## config.mk

```make
export PLATFORM = sky130hd
export DESIGN_NAME = hyperbus_burst_ctrl_flat
export DESIGN_NICKNAME = d
export VERILOG_FILES = /design/src/rtl/hyperbus_burst_ctrl_if.sv /design/src/rtl/hyperbus_burst_ctrl.sv /design/src/flat_wrapper.sv
export SDC_FILE = /design/constraint.sdc
export NUM_CORES = 1
export LEC_CHECK = 0
export ABC_AREA = 1
export BUFFER_PORTS_ARGS = -buffer_cell sky130_fd_sc_hd__buf_2
export CAP_MARGIN = 40
export CORE_UTILIZATION = 52
export DETAILED_ROUTE_END_ITERATION = 10
export HOLD_SLACK_MARGIN = 0.1
export PLACE_DENSITY = 0.78
export SETUP_SLACK_MARGIN = 0.05
export SLEW_MARGIN = 20
export SYNTH_ARGS = -nofsm -noshare
export SYNTH_HDL_FRONTEND = slang
export SYNTH_SLANG_ARGS = --single-unit
export TNS_END_PERCENT = 20
```

## constraint.sdc

```tcl
create_clock -name hbus_clk -period 6.18 [get_ports hbus_clk]
set_input_delay 1.236 -clock hbus_clk [delete_from_list [all_inputs] [get_ports hbus_clk]]
set_output_delay 1.236 -clock hbus_clk [all_outputs]
set_load 0.01 [all_outputs]
```

## src/rtl/hyperbus_burst_ctrl_if.sv

```systemverilog
// Bus bundle for hyperbus_burst_ctrl: command/TX/RX FIFO handshakes,
// Hyperbus native request/data signals, busy and sticky error status.
//   slave  : burst controller view (drives cmd_ready, tx_ready, rx_*,
//            hbus_*_o, hbus_rrq/wrq, busy, err_*)
//   master : environment view (FIFOs, Hyperbus controller, CSRs)
interface hyperbus_burst_ctrl_if #(
    parameter int FIFO_DATA_WIDTH = 32,
    parameter int HBUS_DATA_WIDTH = 16,
    parameter int HBUS_ADDR_WIDTH = 32,
    parameter int BURST_WIDTH     = 8
);
    logic                       cmd_valid;
    logic                       cmd_ready;
    logic                       cmd_write;
    logic [HBUS_ADDR_WIDTH-1:0] cmd_adr;
    logic [BURST_WIDTH-1:0]     cmd_len;

    logic                       tx_valid;
    logic                       tx_ready;
    logic [FIFO_DATA_WIDTH-1:0] tx_dat;

    logic                       rx_valid;
    logic                       rx_ready;
    logic [FIFO_DATA_WIDTH-1:0] rx_dat;

    logic [HBUS_ADDR_WIDTH-1:0] hbus_adr_o;
    logic [BURST_WIDTH+3:0]     hbus_len_o;
    logic                       hbus_rrq;
    logic                       hbus_wrq;
    logic [HBUS_DATA_WIDTH-1:0] hbus_dat_o;
    logic [HBUS_DATA_WIDTH-1:0] hbus_dat_i;
    logic                       hbus_ready;
    logic                       hbus_valid;
    logic                       hbus_busy;

    logic                       busy;
    logic                       err_overrun;
    logic                       err_underrun;
    logic                       err_clr;

    modport slave (
        input  cmd_valid, cmd_write, cmd_adr, cmd_len,
        output cmd_ready,
        input  tx_valid, tx_dat,
        output tx_ready,
        output rx_valid, rx_dat,
        input  rx_ready,
        output hbus_adr_o, hbus_len_o, hbus_rrq, hbus_wrq,
        output hbus_dat_o,
        input  hbus_dat_i, hbus_ready, hbus_valid, hbus_busy,
        output busy, err_overrun, err_underrun,
        input  err_clr
    );

    modport master (
        output cmd_valid, cmd_write, cmd_adr, cmd_len,
        input  cmd_ready,
        output tx_valid, tx_dat,
        input  tx_ready,
        input  rx_valid, rx_dat,
        output rx_ready,
        input  hbus_adr_o, hbus_len_o, hbus_rrq, hbus_wrq,
        input  hbus_dat_o,
        output hbus_dat_i, hbus_ready, hbus_valid, hbus_busy,
        input  busy, err_overrun, err_underrun,
        output err_clr
    );
endinterface

```

## src/rtl/hyperbus_burst_ctrl.sv

```systemverilog
// Burst sequencer between the command/TX/RX FIFOs and the Hyperbus
// native interface: splits FIFO words into MSB-first beats on writes,
// reassembles beats into words on reads, sticky overrun/underrun flags.
// Ports: hbus_clk, hbus_rst (async, active-high), bus (slave modport:
// cmd_*, tx_*, rx_*, hbus_*, busy, err_overrun, err_underrun, err_clr).
module hyperbus_burst_ctrl #(
    parameter int FIFO_DATA_WIDTH = 32,
    parameter int HBUS_DATA_WIDTH = 16,
    parameter int HBUS_ADDR_WIDTH = 32,
    parameter int BURST_WIDTH     = 8
) (
    input logic                  hbus_clk,
    input logic                  hbus_rst,
    hyperbus_burst_ctrl_if.slave bus
);
    localparam int FW    = FIFO_DATA_WIDTH;
    localparam int HW    = HBUS_DATA_WIDTH;
    localparam int AW    = HBUS_ADDR_WIDTH;
    localparam int RATIO = FW / HW;
    localparam int BTW   = (RATIO > 1) ? $clog2(RATIO) : 1;
    localparam int LW    = BURST_WIDTH + 4;
    localparam int CW    = BURST_WIDTH + 1;

    localparam logic [BTW-1:0] LAST_BEAT = BTW'(RATIO - 1);

    typedef enum logic [1:0] {
        IDLE = 2'd0,
        WR   = 2'd1,
        RD   = 2'd2
    } state_t;

    state_t state_q;
    state_t state_d;

    logic [AW-1:0]          adr_q;
    logic [LW-1:0]          len_q;
    logic [LW-1:0]          len_calc;
    logic                   rrq_q;
    logic                   wrq_q;

    logic [BTW-1:0]         beat_q;
    logic [BURST_WIDTH-1:0] word_q;
    logic [CW-1:0]          fetch_q;

    logic [FW-1:0]          tx_shift_q;
    logic [FW-1:0]          tx_shift_sh;
    logic                   loaded_q;

    logic [FW-1:0]          asm_q;
    logic [FW-1:0]          asm_d;
    logic [FW-1:0]          rx_dat_q;
    logic                   rx_valid_q;

    logic                   err_over_q;
    logic                   err_under_q;

    logic cmd_ready;
    logic cmd_fire;
    logic tx_ready;
    logic tx_fire;
    logic last_beat;
    logic wr_beat;
    logic rd_beat;
    logic word_end;
    logic done;
    logic rx_take;
    logic rx_load;
    logic overrun_evt;
    logic underrun_evt;

    // Held low during reset so the FIFO never sees a handshake while the
    // block is being cleared.
    assign cmd_ready = !hbus_rst
                     && (state_q == IDLE)
                     && !bus.hbus_busy;
    assign cmd_fire  = cmd_ready && bus.cmd_valid;

    assign last_beat = (beat_q == LAST_BEAT);

    // Refill either an empty word register or one whose last beat leaves
    // this cycle, giving back-to-back words without a bubble.
    assign tx_ready = (state_q == WR)
                    && (fetch_q != '0)
                    && (!loaded_q || (bus.hbus_ready && last_beat));
    assign tx_fire  = tx_ready && bus.tx_valid;

    assign wr_beat      = (state_q == WR) && bus.hbus_ready && loaded_q;
    assign underrun_evt = (state_q == WR) && bus.hbus_ready && !loaded_q;
    assign rd_beat      = (state_q == RD) && bus.hbus_valid;

    assign word_end = (wr_beat || rd_beat) && last_beat;
    assign done     = word_end && (word_q == '0);

    assign rx_take     = rx_valid_q && bus.rx_ready;
    assign rx_load     = rd_beat && last_beat
                       && (!rx_valid_q || rx_take);
    assign overrun_evt = rd_beat && last_beat
                       && rx_valid_q && !rx_take;

    // Full-width beat count, cannot overflow for RATIO <= 16.
    assign len_calc = ({4'd0, bus.cmd_len} + LW'(1)) * LW'(RATIO)
                    - LW'(1);

    generate
        if (RATIO == 1) begin : g_single
            assign tx_shift_sh = '0;
            assign asm_d       = bus.hbus_dat_i;
        end else begin : g_multi
            assign tx_shift_sh = {tx_shift_q[FW-HW-1:0], {HW{1'b0}}};
            assign asm_d       = {asm_q[FW-HW-1:0], bus.hbus_dat_i};
        end
    endgenerate

    always_ff @(posedge hbus_clk or posedge hbus_rst) begin
        if (hbus_rst) begin
            state_q <= IDLE;
        end else begin
            state_q <= state_d;
        end
    end

    always_comb begin
        state_d = state_q;
        unique case (state_q)
            IDLE: begin
                if (cmd_fire) begin
                    state_d = bus.cmd_write ? WR : RD;
                end
            end
            WR, RD: begin
                if (done) begin
                    state_d = IDLE;
                end
            end
            default: state_d = IDLE;
        endcase
    end

    always_ff @(posedge hbus_clk or posedge hbus_rst) begin
        if (hbus_rst) begin
            adr_q  <= '0;
            len_q  <= '0;
            rrq_q  <= 1'b0;
            wrq_q  <= 1'b0;
            beat_q <= '0;
            word_q <= '0;
        end else begin
            rrq_q <= cmd_fire && !bus.cmd_write;
            wrq_q <= cmd_fire && bus.cmd_write;
            if (cmd_fire) begin
                adr_q  <= bus.cmd_adr;
                len_q  <= len_calc;
                word_q <= bus.cmd_len;
                beat_q <= '0;
            end else if (word_end) begin
                beat_q <= '0;
                word_q <= word_q - BURST_WIDTH'(1);
            end else if (wr_beat || rd_beat) begin
                beat_q <= beat_q + BTW'(1);
            end
        end
    end

    always_ff @(posedge hbus_clk or posedge hbus_rst) begin
        if (hbus_rst) begin
            tx_shift_q <= '0;
            loaded_q   <= 1'b0;
            fetch_q    <= '0;
        end else begin
            if (cmd_fire) begin
                fetch_q <= {1'b0, bus.cmd_len} + CW'(1);
            end
            if (tx_fire) begin
                tx_shift_q <= bus.tx_dat;
                loaded_q   <= 1'b1;
                fetch_q    <= fetch_q - CW'(1);
            end else if (wr_beat) begin
                tx_shift_q <= tx_shift_sh;
                if (last_beat) begin
                    loaded_q <= 1'b0;
                end
            end
        end
    end

    always_ff @(posedge hbus_clk or posedge hbus_rst) begin
        if (hbus_rst) begin
            asm_q      <= '0;
            rx_dat_q   <= '0;
            rx_valid_q <= 1'b0;
        end else begin
            if (rd_beat) begin
                asm_q <= asm_d;
            end
            if (rx_load) begin
                rx_dat_q   <= asm_d;
                rx_valid_q <= 1'b1;
            end else if (rx_take) begin
                rx_valid_q <= 1'b0;
            end
        end
    end

    // A new error event in the same cycle as err_clr keeps the flag set.
    always_ff @(posedge hbus_clk or posedge hbus_rst) begin
        if (hbus_rst) begin
            err_over_q  <= 1'b0;
            err_under_q <= 1'b0;
        end else begin
            err_over_q  <= overrun_evt
                        || (err_over_q && !bus.err_clr);
            err_under_q <= underrun_evt
                        || (err_under_q && !bus.err_clr);
        end
    end

    assign bus.cmd_ready    = cmd_ready;
    assign bus.tx_ready     = tx_ready;
    assign bus.rx_valid     = rx_valid_q;
    assign bus.rx_dat       = rx_dat_q;
    assign bus.hbus_adr_o   = adr_q;
    assign bus.hbus_len_o   = len_q;
    assign bus.hbus_rrq     = rrq_q;
    assign bus.hbus_wrq     = wrq_q;
    assign bus.hbus_dat_o   = tx_shift_q[FW-1 -: HW];
    assign bus.busy         = (state_q != IDLE);
    assign bus.err_overrun  = err_over_q;
    assign bus.err_underrun = err_under_q;

endmodule

```

## src/flat_wrapper.sv

```systemverilog
// flat-port wrapper written by rule: the top's interface ports become plain ports
module hyperbus_burst_ctrl_flat 
#(
    parameter int FIFO_DATA_WIDTH = 32,
    parameter int HBUS_DATA_WIDTH = 16,
    parameter int HBUS_ADDR_WIDTH = 32,
    parameter int BURST_WIDTH     = 8
)
  (hbus_clk, hbus_rst, bus_cmd_valid, bus_cmd_write, bus_cmd_adr, bus_cmd_len, bus_cmd_ready, bus_tx_valid, bus_tx_dat, bus_tx_ready, bus_rx_valid, bus_rx_dat, bus_rx_ready, bus_hbus_adr_o, bus_hbus_len_o, bus_hbus_rrq, bus_hbus_wrq, bus_hbus_dat_o, bus_hbus_dat_i, bus_hbus_ready, bus_hbus_valid, bus_hbus_busy, bus_busy, bus_err_overrun, bus_err_underrun, bus_err_clr);
  hyperbus_burst_ctrl_if #(.FIFO_DATA_WIDTH(FIFO_DATA_WIDTH), .HBUS_DATA_WIDTH(HBUS_DATA_WIDTH), .HBUS_ADDR_WIDTH(HBUS_ADDR_WIDTH), .BURST_WIDTH(BURST_WIDTH)) bus_i ();
  input logic hbus_clk;
  input logic hbus_rst;
  input wire logic [$bits(bus_i.cmd_valid)-1:0] bus_cmd_valid;
  input wire logic [$bits(bus_i.cmd_write)-1:0] bus_cmd_write;
  input wire logic [$bits(bus_i.cmd_adr)-1:0] bus_cmd_adr;
  input wire logic [$bits(bus_i.cmd_len)-1:0] bus_cmd_len;
  output wire logic [$bits(bus_i.cmd_ready)-1:0] bus_cmd_ready;
  input wire logic [$bits(bus_i.tx_valid)-1:0] bus_tx_valid;
  input wire logic [$bits(bus_i.tx_dat)-1:0] bus_tx_dat;
  output wire logic [$bits(bus_i.tx_ready)-1:0] bus_tx_ready;
  output wire logic [$bits(bus_i.rx_valid)-1:0] bus_rx_valid;
  output wire logic [$bits(bus_i.rx_dat)-1:0] bus_rx_dat;
  input wire logic [$bits(bus_i.rx_ready)-1:0] bus_rx_ready;
  output wire logic [$bits(bus_i.hbus_adr_o)-1:0] bus_hbus_adr_o;
  output wire logic [$bits(bus_i.hbus_len_o)-1:0] bus_hbus_len_o;
  output wire logic [$bits(bus_i.hbus_rrq)-1:0] bus_hbus_rrq;
  output wire logic [$bits(bus_i.hbus_wrq)-1:0] bus_hbus_wrq;
  output wire logic [$bits(bus_i.hbus_dat_o)-1:0] bus_hbus_dat_o;
  input wire logic [$bits(bus_i.hbus_dat_i)-1:0] bus_hbus_dat_i;
  input wire logic [$bits(bus_i.hbus_ready)-1:0] bus_hbus_ready;
  input wire logic [$bits(bus_i.hbus_valid)-1:0] bus_hbus_valid;
  input wire logic [$bits(bus_i.hbus_busy)-1:0] bus_hbus_busy;
  output wire logic [$bits(bus_i.busy)-1:0] bus_busy;
  output wire logic [$bits(bus_i.err_overrun)-1:0] bus_err_overrun;
  output wire logic [$bits(bus_i.err_underrun)-1:0] bus_err_underrun;
  input wire logic [$bits(bus_i.err_clr)-1:0] bus_err_clr;
  assign bus_i.cmd_valid = bus_cmd_valid;
  assign bus_i.cmd_write = bus_cmd_write;
  assign bus_i.cmd_adr = bus_cmd_adr;
  assign bus_i.cmd_len = bus_cmd_len;
  assign bus_cmd_ready = bus_i.cmd_ready;
  assign bus_i.tx_valid = bus_tx_valid;
  assign bus_i.tx_dat = bus_tx_dat;
  assign bus_tx_ready = bus_i.tx_ready;
  assign bus_rx_valid = bus_i.rx_valid;
  assign bus_rx_dat = bus_i.rx_dat;
  assign bus_i.rx_ready = bus_rx_ready;
  assign bus_hbus_adr_o = bus_i.hbus_adr_o;
  assign bus_hbus_len_o = bus_i.hbus_len_o;
  assign bus_hbus_rrq = bus_i.hbus_rrq;
  assign bus_hbus_wrq = bus_i.hbus_wrq;
  assign bus_hbus_dat_o = bus_i.hbus_dat_o;
  assign bus_i.hbus_dat_i = bus_hbus_dat_i;
  assign bus_i.hbus_ready = bus_hbus_ready;
  assign bus_i.hbus_valid = bus_hbus_valid;
  assign bus_i.hbus_busy = bus_hbus_busy;
  assign bus_busy = bus_i.busy;
  assign bus_err_overrun = bus_i.err_overrun;
  assign bus_err_underrun = bus_i.err_underrun;
  assign bus_i.err_clr = bus_err_clr;
  hyperbus_burst_ctrl #(.FIFO_DATA_WIDTH(FIFO_DATA_WIDTH), .HBUS_DATA_WIDTH(HBUS_DATA_WIDTH), .HBUS_ADDR_WIDTH(HBUS_ADDR_WIDTH), .BURST_WIDTH(BURST_WIDTH)) u_core (.hbus_clk(hbus_clk), .hbus_rst(hbus_rst), .bus(bus_i));
endmodule
```

==> impl_metrics.tcl <==
set metrics [dict create \
    status "complete, no violations" \
    yosysMostFrequentCell "nand2_1" \
    post-cts-setup-buffer-count 0 \
    fmax_mhz 307.7 \
    ys_types 38 \
    ir_drop_mv 0.2525 \
    finalNonFillerCells 1106 \
    grt.overflow.total 0 \
    drtPass1Iterations 4 \
    final.period_utilization_pct 52.58 \
    avgSynthCellArea_sq_um 8.867 \
    vias 5467 \
    antenna_left 0 \
    dp_cells 1073 \
    startpoint "bus_hbus_ready" \
    cts_tree "built" \
    clockBufferDepth 2 \
    grt_pass1_vias 5100 \
    fin_tns_setup_ns 0 \
    die_x_um 115.2 \
    synth_enable_flop_cells 0 \
    cts_max_level 4 \
    rsz0062_at_grt "no" \
    synth_top_area_share_pct 56.37 \
    r2r_cells 11 \
    p_int_uw 2524 \
    clock_skew_ns 0.007425 \
    syn_inst 751 \
    async_reset_ff_share_pct 100.0 \
    fill_cells 1032 \
    path_class "primary input to output pin" \
    rows 40 \
    ys_warn_count 0 \
    layout.nets 1030 \
    slew_violations 0 \
    ctsResizeCount 0 \
    setup_viol 0 \
    grt_max_degree 62 \
    cp.arrival_ns 2.01 \
    r2r_slack_ns 3.68 \
    die_y_um 115.2 \
    synth_area_leaders "dfrtp_1 (56%), nand2_1 (14%), o21ai_0 (6.9%), inv_1 (4.0%), nand3_1 (2.7%)" \
    drc 0 \
    synth_flop_cell "dfrtp_1" \
    hold_violations 0 \
    ys_ff_latch 150 \
    post-dp-hpwl_um 10420 \
    grt_pass1_wl_um 24430 \
    clk_pin_slew_worst_paths_ns 0.05 \
    wl_per_cell_um 13.59 \
    crit_path_end "bus_tx_ready" \
    gp_congestion 0.8162 \
    layout_min_cycle_time_ns 3.250 \
    drt-total-wl_um 15030 \
    drive_gt1_share_pct 27.53 \
    swShare_pct 34.23 \
    viasPerCell 4.943 \
    hold_class "register to register" \
    cts.sinks 150 \
    die-area_sq_mm 0.01326 \
    switchingPower_uw 1313 \
    pin_count 198 \
    drtIter0Drc 348 \
    netlist_area_sq_mm 0.006659 \
    grtUsageTotal_pct 24.01 \
    path_max_fanout 3 \
    p_comb_share_pct 31.5 \
    required_ns 4.94 \
    clkPwrFrac_pct 25.9 \
    cp-end-kind "output pin" \
    cts.hold.buffers_added 0 \
    clk_latency_ns 0.42 \
    io_buffers 197 \
    maxSlewHeadroom_pct 53.87 \
    reg2reg_to "u_core.fetch_q[6]" \
    yosysTopAreaCell "dfrtp_1" \
    initial_core_util_pct 54.31 \
    syn-num-nets 856 \
    tightestPinTransition_ns 0.6919 \
    core_sq_mm 0.01226 \
    maxCapViolCount 0 \
    numCtsBuffers 17 \
    power_density_mw_per_mm2 465.5 \
    p_leak_uw 0.004493 \
    start_kind "primary input" \
    ctsRootBufferMaster "clkbuf_16" \
    r2r_start "u_core.state_q[1]" \
    antenna_found_initial 1 \
    ys_seq_area_share_pct 56.37 \
    whs_ns 0.4729 \
    synth_common_cells "nand2_1 (242), dfrtp_1 (150), o21ai_0 (92)" \
    p_seq_share_pct 42.6 \
    area_growth_pct 23.79 \
]
[cell families after synthesis]
| logic type | count (synthesis) | synth area share, % |
|---|---|---|
| mux | 16 | 2.706 |
| flops | 150 | 56.37 |
| compound gates | 117 | 9.433 |
| buf+inv | 121 | 8.361 |
| xor+xnor | 11 | 1.447 |
| fa+ha+maj | 7 | 1.315 |
| simple gates | 329 | 20.37 |
[worst max-delay path: stages]
cell and delay [ns]:
buf_2 0.10, nand2_1 0.07, o21ai_1 0.16, and2_2 0.22, nand2_1 0.06, inv_1 0.05
buf_2 0.11
[flip-flops by register name, indices dropped and copies added, names as in the netlist]
register	count
u_core.asm_q	16
u_core.beat_q	1
u_core.bus.err_overrun	1
u_core.bus.err_underrun	1
u_core.bus.hbus_adr_o	32
u_core.bus.hbus_len_o	12
u_core.bus.hbus_rrq	1
u_core.bus.hbus_wrq	1
u_core.bus.rx_dat	32
u_core.bus.rx_valid	1
u_core.fetch_q	9
u_core.loaded_q	1
u_core.state_q	2
u_core.tx_shift_q	32
u_core.word_q	8
[power by group through the flow]
stage | Clock [uW] | Sequential, uW | Combinational (uW)
finish | 995 | 1630 | 1210
global route | 1050 | 1690 | 1380
CTS | 1010 | 1630 | 1220
detailed placement | 0 | 1630 | 1220
global placement | 0 | 1630 | 1170
floorplan | 0 | 1710 | 734
[routing by layer]
layer  vias to the layer above  track usage (%)  wire length, um
li1                       2728                -                -
met1                      2548            31.56             6820
met2                       178            38.31             7141
met3                        13            6.853              921
met4                         0            8.225              144
met5                         -                0                0
[metrics by stage]
| step | utilization [%] | power (uW) | setup WS (ns) | area, sq um |
|---|---|---|---|---|
| 3_3_place_gp | 62.00 | 2798 | 2.925 | 7602 |
| 6_report | 67.22 | 3837 | 2.930 | 8243 |
| 5_1_grt | 67.20 | 4116 | 2.868 | 8240 |
| 4_1_cts | 66.98 | 3864 | 2.912 | 8213 |
| 2_1_floorplan | - | 2444 | 0.9076 | 6659 |
| 3_5_place_dp | 62.35 | 2852 | 2.920 | 7645 |
[placed cells by master (no fill, tap or decap), types with 4 or more instances in the layout]
master / n
buf_2: 197
clkbuf_1: 4
clkbuf_16: 17
dfrtp_1: 150
ha_1: 7
inv_1: 70
mux2_2: 16
nand2_1: 241
nand3_1: 36
nand4_1: 5
nor2_1: 33
o211ai_1: 9
o21ai_0: 92
o21ai_1: 5
xnor2_1: 4
xor2_1: 7
[layout make-up]
class	instances	area, sq um	share of cell area [%]
sequential	150	3754	45.54
timing repair buffer	203	1079	13.08
multi-input combinational	480	2351	28.52
clock inverter	8	100.1	1.214
tap	168	210.2	2.550
antenna	1	2.502	0.03036
inverter	73	279.0	3.385
clock buffer	23	467.9	5.677
[worst min-delay path by stage]
stage	from	endpoint	slack, ns	cells past startpoint
global route	u_core.bus.hbus_len_o[0]	u_core.bus.hbus_len_o[0]	0.48	1
detailed placement	u_core.bus.hbus_len_o[0]	u_core.bus.hbus_len_o[0]	0.45	1
floorplan	u_core.asm_q[0]	u_core.asm_q[0]	0.45	2
finish	u_core.bus.hbus_len_o[0]	u_core.bus.hbus_len_o[0]	0.47	1
global placement	u_core.bus.hbus_len_o[0]	u_core.bus.hbus_len_o[0]	0.45	1
CTS	u_core.bus.hbus_len_o[0]	u_core.bus.hbus_len_o[0]	0.48	1
(Power assumes the default switching activity.)
